### config.mk
export PLATFORM = sky130hd
export DESIGN_NAME = snake_frame_sequencer
export DESIGN_NICKNAME = d
export VERILOG_FILES = /design/src/rtl/snake_frame_sequencer.sv
export SDC_FILE = /design/constraint.sdc
export NUM_CORES = 1
export LEC_CHECK = 0
export ABC_CLOCK_PERIOD_IN_PS = 2000
export CORE_UTILIZATION = 48
export CTS_BUF_LIST = sky130_fd_sc_hd__clkbuf_16
export DETAILED_ROUTE_END_ITERATION = 7
export PLACE_DENSITY = 0.76
export SLEW_MARGIN = 40
export SYNTH_ARGS = -nofsm -noshare
export SYNTH_HDL_FRONTEND = slang
export SYNTH_SLANG_ARGS = --single-unit
### constraint.sdc
create_clock -name clk25 -period 2 [get_ports clk25]
set_input_delay 0.2 -clock clk25 [delete_from_list [all_inputs] [get_ports clk25]]
set_output_delay 0.2 -clock clk25 [all_outputs]
set_load 0.05 [all_outputs]
### src/rtl/snake_frame_sequencer.sv
// snake_frame_sequencer: walks the segment store once per frame and publishes a tile occupancy map
// atomically, along with head tile, self-hit and sticky range-error flags.
module snake_frame_sequencer #(
    parameter int MAX_SEGS = 100,
    parameter int GRID_W   = 10,
    parameter int GRID_H   = 10,
    parameter int COORD_W  = 32,
    parameter int ADDR_W   = $clog2(MAX_SEGS)
) (
    input  logic                       clk25,
    input  logic                       reset,
    input  logic                       frame_start,
    input  logic                       game_done,
    output logic                       seg_rd,
    output logic [ADDR_W-1:0]          seg_addr,
    input  logic [COORD_W-1:0]         seg_x,
    input  logic [COORD_W-1:0]         seg_y,
    output logic [GRID_W*GRID_H-1:0]   occ_map,
    output logic [ADDR_W-1:0]          head_tile,
    output logic                       head_valid,
    output logic                       self_hit,
    output logic                       range_err,
    output logic                       busy,
    output logic                       frame_swap
);
    localparam int NT = GRID_W * GRID_H;
    localparam int TW = $clog2(NT);

    typedef enum logic [1:0] {IDLE, CLEAR, SCAN, PUBLISH} state_t;
    state_t state, state_nx;

    logic [ADDR_W:0]   nxt;
    logic              ret_v;
    logic [ADDR_W-1:0] ret_idx;
    logic [NT-1:0]     wmap;
    logic              whit, whv;
    logic [ADDR_W-1:0] whead;
    logic              empty, in_range, last, issue;
    logic [TW-1:0]     tile;

    // coordinates are range-checked before tile is used, so the low bits suffice
    assign empty    = &seg_x || &seg_y;
    assign in_range = seg_x < COORD_W'(GRID_W) && seg_y < COORD_W'(GRID_H);
    assign tile     = seg_y[TW-1:0] * TW'(GRID_W) + seg_x[TW-1:0];
    assign last     = ret_v && (empty || ret_idx == ADDR_W'(MAX_SEGS - 1));
    assign issue    = nxt < (ADDR_W + 1)'(MAX_SEGS) && !(ret_v && empty);

    always_ff @(posedge clk25 or negedge reset)
        if (!reset) state <= IDLE;
        else        state <= state_nx;

    always_comb begin
        state_nx = state;
        case (state)
            IDLE:    state_nx = frame_start && !game_done ? CLEAR : IDLE;
            CLEAR:   state_nx = SCAN;
            SCAN:    state_nx = last ? PUBLISH : SCAN;
            default: state_nx = IDLE;
        endcase
    end

    always_ff @(posedge clk25 or negedge reset) begin
        if (!reset) begin
            seg_rd     <= 1'b0;
            seg_addr   <= '0;
            nxt        <= '0;
            ret_v      <= 1'b0;
            ret_idx    <= '0;
            wmap       <= '0;
            whit       <= 1'b0;
            whv        <= 1'b0;
            whead      <= '0;
            occ_map    <= '0;
            head_tile  <= '0;
            head_valid <= 1'b0;
            self_hit   <= 1'b0;
            range_err  <= 1'b0;
            busy       <= 1'b0;
            frame_swap <= 1'b0;
        end else begin
            busy       <= state_nx != IDLE;
            frame_swap <= state == PUBLISH;
            ret_v      <= seg_rd;
            ret_idx    <= seg_addr;
            if (state == CLEAR) begin
                seg_rd   <= 1'b1;
                seg_addr <= '0;
                nxt      <= (ADDR_W + 1)'(1);
                wmap     <= '0;
                whit     <= 1'b0;
                whv      <= 1'b0;
                whead    <= '0;
            end else if (state == SCAN) begin
                seg_rd <= issue;
                if (issue) begin
                    seg_addr <= nxt[ADDR_W-1:0];
                    nxt      <= nxt + 1'b1;
                end
                if (ret_v && !empty) begin
                    if (!in_range) range_err <= 1'b1;
                    else begin
                        whit       <= whit | wmap[tile];
                        wmap[tile] <= 1'b1;
                        if (ret_idx == '0) begin
                            whv   <= 1'b1;
                            whead <= ADDR_W'(tile);
                        end
                    end
                end
            end else begin
                seg_rd <= 1'b0;
            end
            if (state == PUBLISH) begin
                occ_map    <= wmap;
                self_hit   <= whit;
                head_tile  <= whead;
                head_valid <= whv;
            end
        end
    end
endmodule

### After elaboration in Yosys (flattened, before gate mapping)

Index checks and enable logic that the tools add are counted.

* $add $sub $neg: 2
* multipliers: 1
* magnitude comparators: 5
* equality and inequality tests: 4
* mux-type cells: 33
* bitwise gates (word level): 4
* reduce and logical (&&, ||, !) cells: 26

Operator list (count)
* 2-to-1 mux 100 bit: 4
* bitwise OR 100 bit: 1
* < comparator 32 x 4 -> 1 bit, second input constant: 2
* AND reduction 32 bit: 2
* 2-to-1 mux 7 bit: 8
* 2-to-1 mux 8 bit: 3
* 2-to-1 mux 1 bit: 15
* nonzero test 2 bit: 6
* adder 8 x 1 -> 8 bit, second input constant: 1
* < comparator 7 x 8 -> 1 bit, second input constant: 1
* < comparator 8 x 7 -> 1 bit, second input constant: 1
* AND reduction 4 bit: 2
* adder 7 bit: 1
* binary-select mux 1 bit (select 7 bit): 1
* demux 1 bit (select 7 bit): 1
* equality test 7 bit, second input constant: 1
* greater-or-equal comparator 7 x 1 -> 1 bit, second input constant: 1
* logical AND 1 bit: 7
* zero test 7 bit: 1
* multiplier 7 x 3 -> 6 bit, second input constant: 1
* one-hot mux 2 bit (3 select lines): 1
* equality test 2 bit, second input constant: 2
* zero test 1 bit: 3
* AND reduction 3 bit: 1
* other kinds (6): 8

* flip-flop bits (word level): 247
* bits of input ports: 68
* output and inout port bits: 120
* word-level logic and storage cells: 92

### Longest topological paths before layout

* depth after elaboration: 11
* depth in mapped cells: 13
* mapped depth without buffers: 12

### Worst setup path after synthesis

No wires, ideal clock.

* path kind: input-to-reg
* start point: in seg_y[1]
* end point: reg whit
* setup time: 0.126 ns
* arrival: 2.661 ns
* required time: 1.874 ns
* path slack: -0.787 ns
* cell stages on the path: 10
* path through: ha_1 -> ha_1 -> inv_1 -> fa_1 -> inv_1 -> ha_1 -> or3_1 -> a2111oi_0 -> nor4_1 -> o311a_1

* cells in the longest elaborated chain, start to end: 9

Ends and longest elaborated chain
* start: declaration: RTL line 17 `input logic [COORD_W-1:0] seg_y,`
* multiplier 7 x 3 -> 6 bit: RTL line 44 `assign tile = seg_y[TW-1:0] * TW'(GRID_W) + seg_x[TW-1:0];`
* adder 7 bit: RTL line 44
* binary-select mux 1 bit (select 7 bit): RTL line 102 `whit <= whit | wmap[tile];`
* 2-to-1 mux 1 bit (not written as such): RTL line 102
* bitwise OR 1 bit: RTL line 102
* 2-to-1 mux 1 bit: RTL line 100 `if (!in_range) range_err <= 1'b1;`
* 2-to-1 mux 1 bit: RTL line 99 `if (ret_v && !empty) begin`
* 2-to-1 mux 1 bit: RTL line 93 `end else if (state == SCAN) begin`
* 2-to-1 mux 1 bit: RTL line 85 `if (state == CLEAR) begin`
* end signal: assignment: RTL line 102
* end: declaration: RTL line 36 `logic whit, whv;`

Parallel ways exist; a longest one is shown, timed or not. The select of a mux whose other input is x is not followed.
A chain may end at the register's enable or synchronous reset.

### Worst setup path in the final report

* start point: in seg_x[1]
* end point: reg whit

* cells in the longest elaborated chain, start to end: 8

Ends and longest elaborated chain
* start: declaration: RTL line 16 `input logic [COORD_W-1:0] seg_x,`
* adder 7 bit: RTL line 44
* binary-select mux 1 bit (select 7 bit): RTL line 102
* 2-to-1 mux 1 bit (not written as such): RTL line 102
* bitwise OR 1 bit: RTL line 102
* 2-to-1 mux 1 bit: RTL line 100
* 2-to-1 mux 1 bit: RTL line 99
* 2-to-1 mux 1 bit: RTL line 93
* 2-to-1 mux 1 bit: RTL line 85

Parallel ways exist; a longest one is shown, timed or not. The select of a mux whose other input is x is not followed.

==> results.json <==
{
  "outcome": "complete, but fails checks",
  "violations_in_the_final_reports": "DRC, setup timing",
  "antenna_cells_inserted": 0,
  "number_of_enable_type_register_cells_in_the_synthesized_netlist": 0,
  "timing.critical_path.cells": "buf_6, ha_4, inv_2, fa_2, clkbuf_16, buf_12, mux4_2, nand2_2, a21oi_2, a2111oi_4, nor4_2, o311a_1",
  "crit_path_max_incr_delay_ns": 0.61,
  "design.core.area_um2": 22000,
  "cts-root-to-sink-buffers": 3,
  "totalNegativeSetupSlack_ns": -14.94,
  "layout_setup_ws_ns": -0.369,
  "slew_viol_final": 0,
  "layout-drive-gt1-share_pct": 38.6,
  "insertion_delay_to_the_later_sink_of_the_worst_skew_pair_ns": 0.53,
  "avgViaCountPerCell": 5.89,
  "maxCapViolations": 0,
  "clock_sinks": 247,
  "max_slew_margin_pct": 61.2,
  "gr-usage-met2_pct": 42.1,
  "critical_path_class": "input pin to flip-flop",
  "globalRoute.busiestLayer": "met2",
  "residual_overflow_from_global_routing": 0,
  "average_wire_per_cell_in_the_routed_design_um": 21.4,
  "die_height_um": 153,
  "grt_pass1_wl_um": 47200,
  "worstMarginPinSlew_ns": 0.580,
  "postSynthNetCount": 855,
  "initial_core_util_pct": 49.4,
  "cpMaxStageDelayCell": "fa_2",
  "area.sequential_um2": 6180,
  "cts-buffers-inserted": 25,
  "design.die.area_um2": 23300,
  "synth_seq_cells": 247,
  "grt_use_met1_pct": 35.0,
  "hold_path.class": "input pin to flip-flop",
  "cts.clk_slew.worst_paths_ns": 0.06,
  "postSynthCellCount": 770,
  "synth_largest_area_cell": "dfrtp_1",
  "initial_drc_count": 675,
  "synth_async_sr_flop_share_pct": 100,
  "floorplan.rows": 54,
  "dpl.hpwl_um": 20800,
  "synth_cell_type_count": 52,
  "hold_ws_ns": 0.176,
  "drt_first_pass_iters": 7,
  "numPortBuffers": 187,
  "mappedNetlistArea_um2": 10900,
  "synthFlopType": "dfrtp_1",
  "residual_antenna_violating_net_count_after_detailed_routing": 0,
  "synthTopCellsByArea": "dfrtp_1 57%, mux2_2 12%, a22o_1 8.6%",
  "critPathCaptureType": "flip-flop",
  "layout_worst_path_cycle_share_pct": 118,
  "finClkSkew_ns": 0.0177,
  "synth.avg_cell_area_um2": 14.1,
  "globalRouteMet3Util_pct": 4.01,
  "design.final.nets": 1180,
  "areal_power_density_over_the_cells_nw_per_um2": 921,
  "layout.filler_cells": 1458,
  "setup_viol": 102,
  "gpl.final_weighted_congestion": 0.865,
  "first_global_vias": 8393,
  "ios": 188,
  "place_inst": 1331,
  "fp.dieW_um": 153,
  "antenna_found_initial": 1,
  "route.detailed.drc": 8,
  "yosys_warnings": 0,
  "tritoncts": "done",
  "fmax_mhz": 422,
  "post-synth-top-area-fraction_pct": 56.8,
  "route.vias.total": 8198,
  "finish.cell_count_without_fillers": 1393,
  "post-layout-total-power_uw": 14400,
  "post-route-min-period_ns": 2.37,
  "rsz0062_at_grt": "yes",
  "cellLeakagePower_uw": 0.00730,
  "ys_seq_area_share_pct": 56.8,
  "gr-usage-all-layers_pct": 25.8,
  "report.final.hold_viol_count": 0,
  "irDropWorstVdd_mv": 0.599,
  "h-tree-depth": 1,
  "route.final.wire_length_um": 29800,
  "crit_path_max_fanout": 6,
  "area_delta_synth_final_pct": 43.4,
  "clock_tree.root_cell": "clkbuf_16",
  "pin_count_of_the_biggest_net_entering_global_routing": 71,
  "crit_path_start_kind": "input pin",
  "worstPathArrival_ns": 2.78,
  "cp.required_ns": 2.41,
  "area_used_by_multi_input_combinational_logic_um2": 4960
}
-- per-stage QoR --
stage          instance area (um^2)  worst slack [ns]  util, %
2_1_floorplan                 11100            -0.584        -
3_3_place_gp                  14400             -1.26     65.2
3_5_place_dp                  14400             -1.36     65.2
4_1_cts                       15400            -0.394     70.0
5_1_grt                       15600            -0.445     70.8
6_report                      15600            -0.369     70.8
-- state kept, by name, summed over array words and instances (netlist names), 2 cells and up --
| name | count |
|---|---|
| head_tile | 7 |
| nxt | 8 |
| occ_map | 100 |
| ret_idx | 7 |
| seg_addr | 7 |
| state | 2 |
| whead | 7 |
| wmap | 100 |
-- cell usage in the layout, fill, tap and decap left out, types with 4 or more instances in the layout --
cell / netlist / final
a211oi_1: 6 / 4
a22o_1: 107 / 107
buf_12: 0 / 16
buf_2: 8 / 4
buf_4: 7 / 128
buf_6: 0 / 17
clkbuf_16: 0 / 26
clkdlybuf4s15_1: 0 / 4
clkdlybuf4s50_1: 0 / 123
clkinv_1: 2 / 10
clkinv_2: 0 / 4
dfrtp_1: 247 / 247
dlygate4sd2_1: 0 / 43
dlymetal6s2s_1: 0 / 4
ha_1: 15 / 5
ha_4: 0 / 9
inv_1: 18 / 18
inv_2: 0 / 6
mux2_2: 117 / 116
mux2i_1: 14 / 14
mux4_2: 26 / 26
nand2_1: 13 / 10
nand3_1: 7 / 6
nand4_1: 22 / 22
nor2_1: 11 / 7
nor2_4: 0 / 4
nor2b_1: 13 / 10
nor3_4: 0 / 7
nor4_1: 19 / 5
nor4_2: 4 / 15
nor4_4: 1 / 4
o21a_1: 5 / 5
o21ai_0: 11 / 8
or4b_4: 0 / 4
xnor2_1: 7 / 4
-- metal layers --
layer | share of wire (%) | vias to the layer above
met4 | 3.1 | 2
met5 | 0.057 | -
met1 | 42 | 4204
li1 | - | 3607
met2 | 49 | 313
met3 | 5.9 | 72
-- worst max-delay path: cells and delay by family --
kind            cells  cell delay [ns]
buf+inv             4             0.42
fa+ha+maj           2             0.75
simple gates        2             0.18
mux                 1             0.52
compound gates      3             0.70
-- layout make-up --
| cell class | count | area share [%] |
|---|---|---|
| tap | 280 | 2.25 |
| clock inverter | 20 | 0.642 |
| sequential | 247 | 39.6 |
| timing repair buffer | 348 | 21.1 |
| clock buffer | 25 | 4.01 |
| inverter | 20 | 0.489 |
| multi-input combinational | 453 | 31.8 |
-- cells in the mapped netlist (3+ instances only) --
cell,count
or3_1,3
nor2b_1,13
or4b_2,4
a22o_1,107
nor4_2,4
mux2i_1,14
buf_1,3
o21ai_0,11
buf_2,8
a211oi_1,6
mux4_2,26
xnor2_1,7
ha_1,15
nand2_1,13
mux2_2,117
xor2_1,3
nor4_1,19
dfrtp_1,247
inv_1,18
a21oi_1,6
buf_4,7
o211ai_1,3
nand4_1,22
nor3_2,7
nand3_1,7
nor2_1,11
o21a_1,5
clkbuf_1,32
-- power by group --
group,internal (uW),leakage (uW),switching (uW)
Clock,2270,0.000380,1910
Combinational,2010,0.00351,2470
Sequential,5420,0.00340,270
Total,9710,0.00730,4660
-- path summary, 6_finish.rpt --
kind                                endpoint  slack (ns)  cells after the start  startpoint
worst max-delay path                    whit       -0.37                     12    seg_x[1]
max in group asynchronous        occ_map[30]        1.05                      3       reset
worst min register to register         ret_v        0.38                      0      seg_rd
worst max register to register      wmap[13]           0                      7    state[1]
min in group asynchronous       head_tile[4]        0.22                      2       reset
worst min-delay path                whead[0]        0.18                      3    seg_x[0]
-- kinds of logic after synthesis --
| group | count (synthesis) | synth area share, % |
|---|---|---|
| DFF | 247 | 56.8 |
| muxes | 157 | 18.8 |
| AOI/OAI and AO/OA | 153 | 11.7 |
| and+or+nand+nor | 114 | 6.67 |
| buffers and inverters | 70 | 2.75 |
| adders and majority gates | 17 | 2.09 |
| xor gates and xnor gates | 12 | 1.22 |
-- repair_timing --
action | 4_1_cts | 5_1_grt
gates resized for setup | 143 | 44
buffers inserted | 13 | 8
setup endpoints to repair | 118 | 112
gates cloned | 2 | 0
hold endpoints to repair | 60 | 0
pin swaps | 67 | 40
hold buffers | 1 | 0
(Power assumes the default switching activity.)
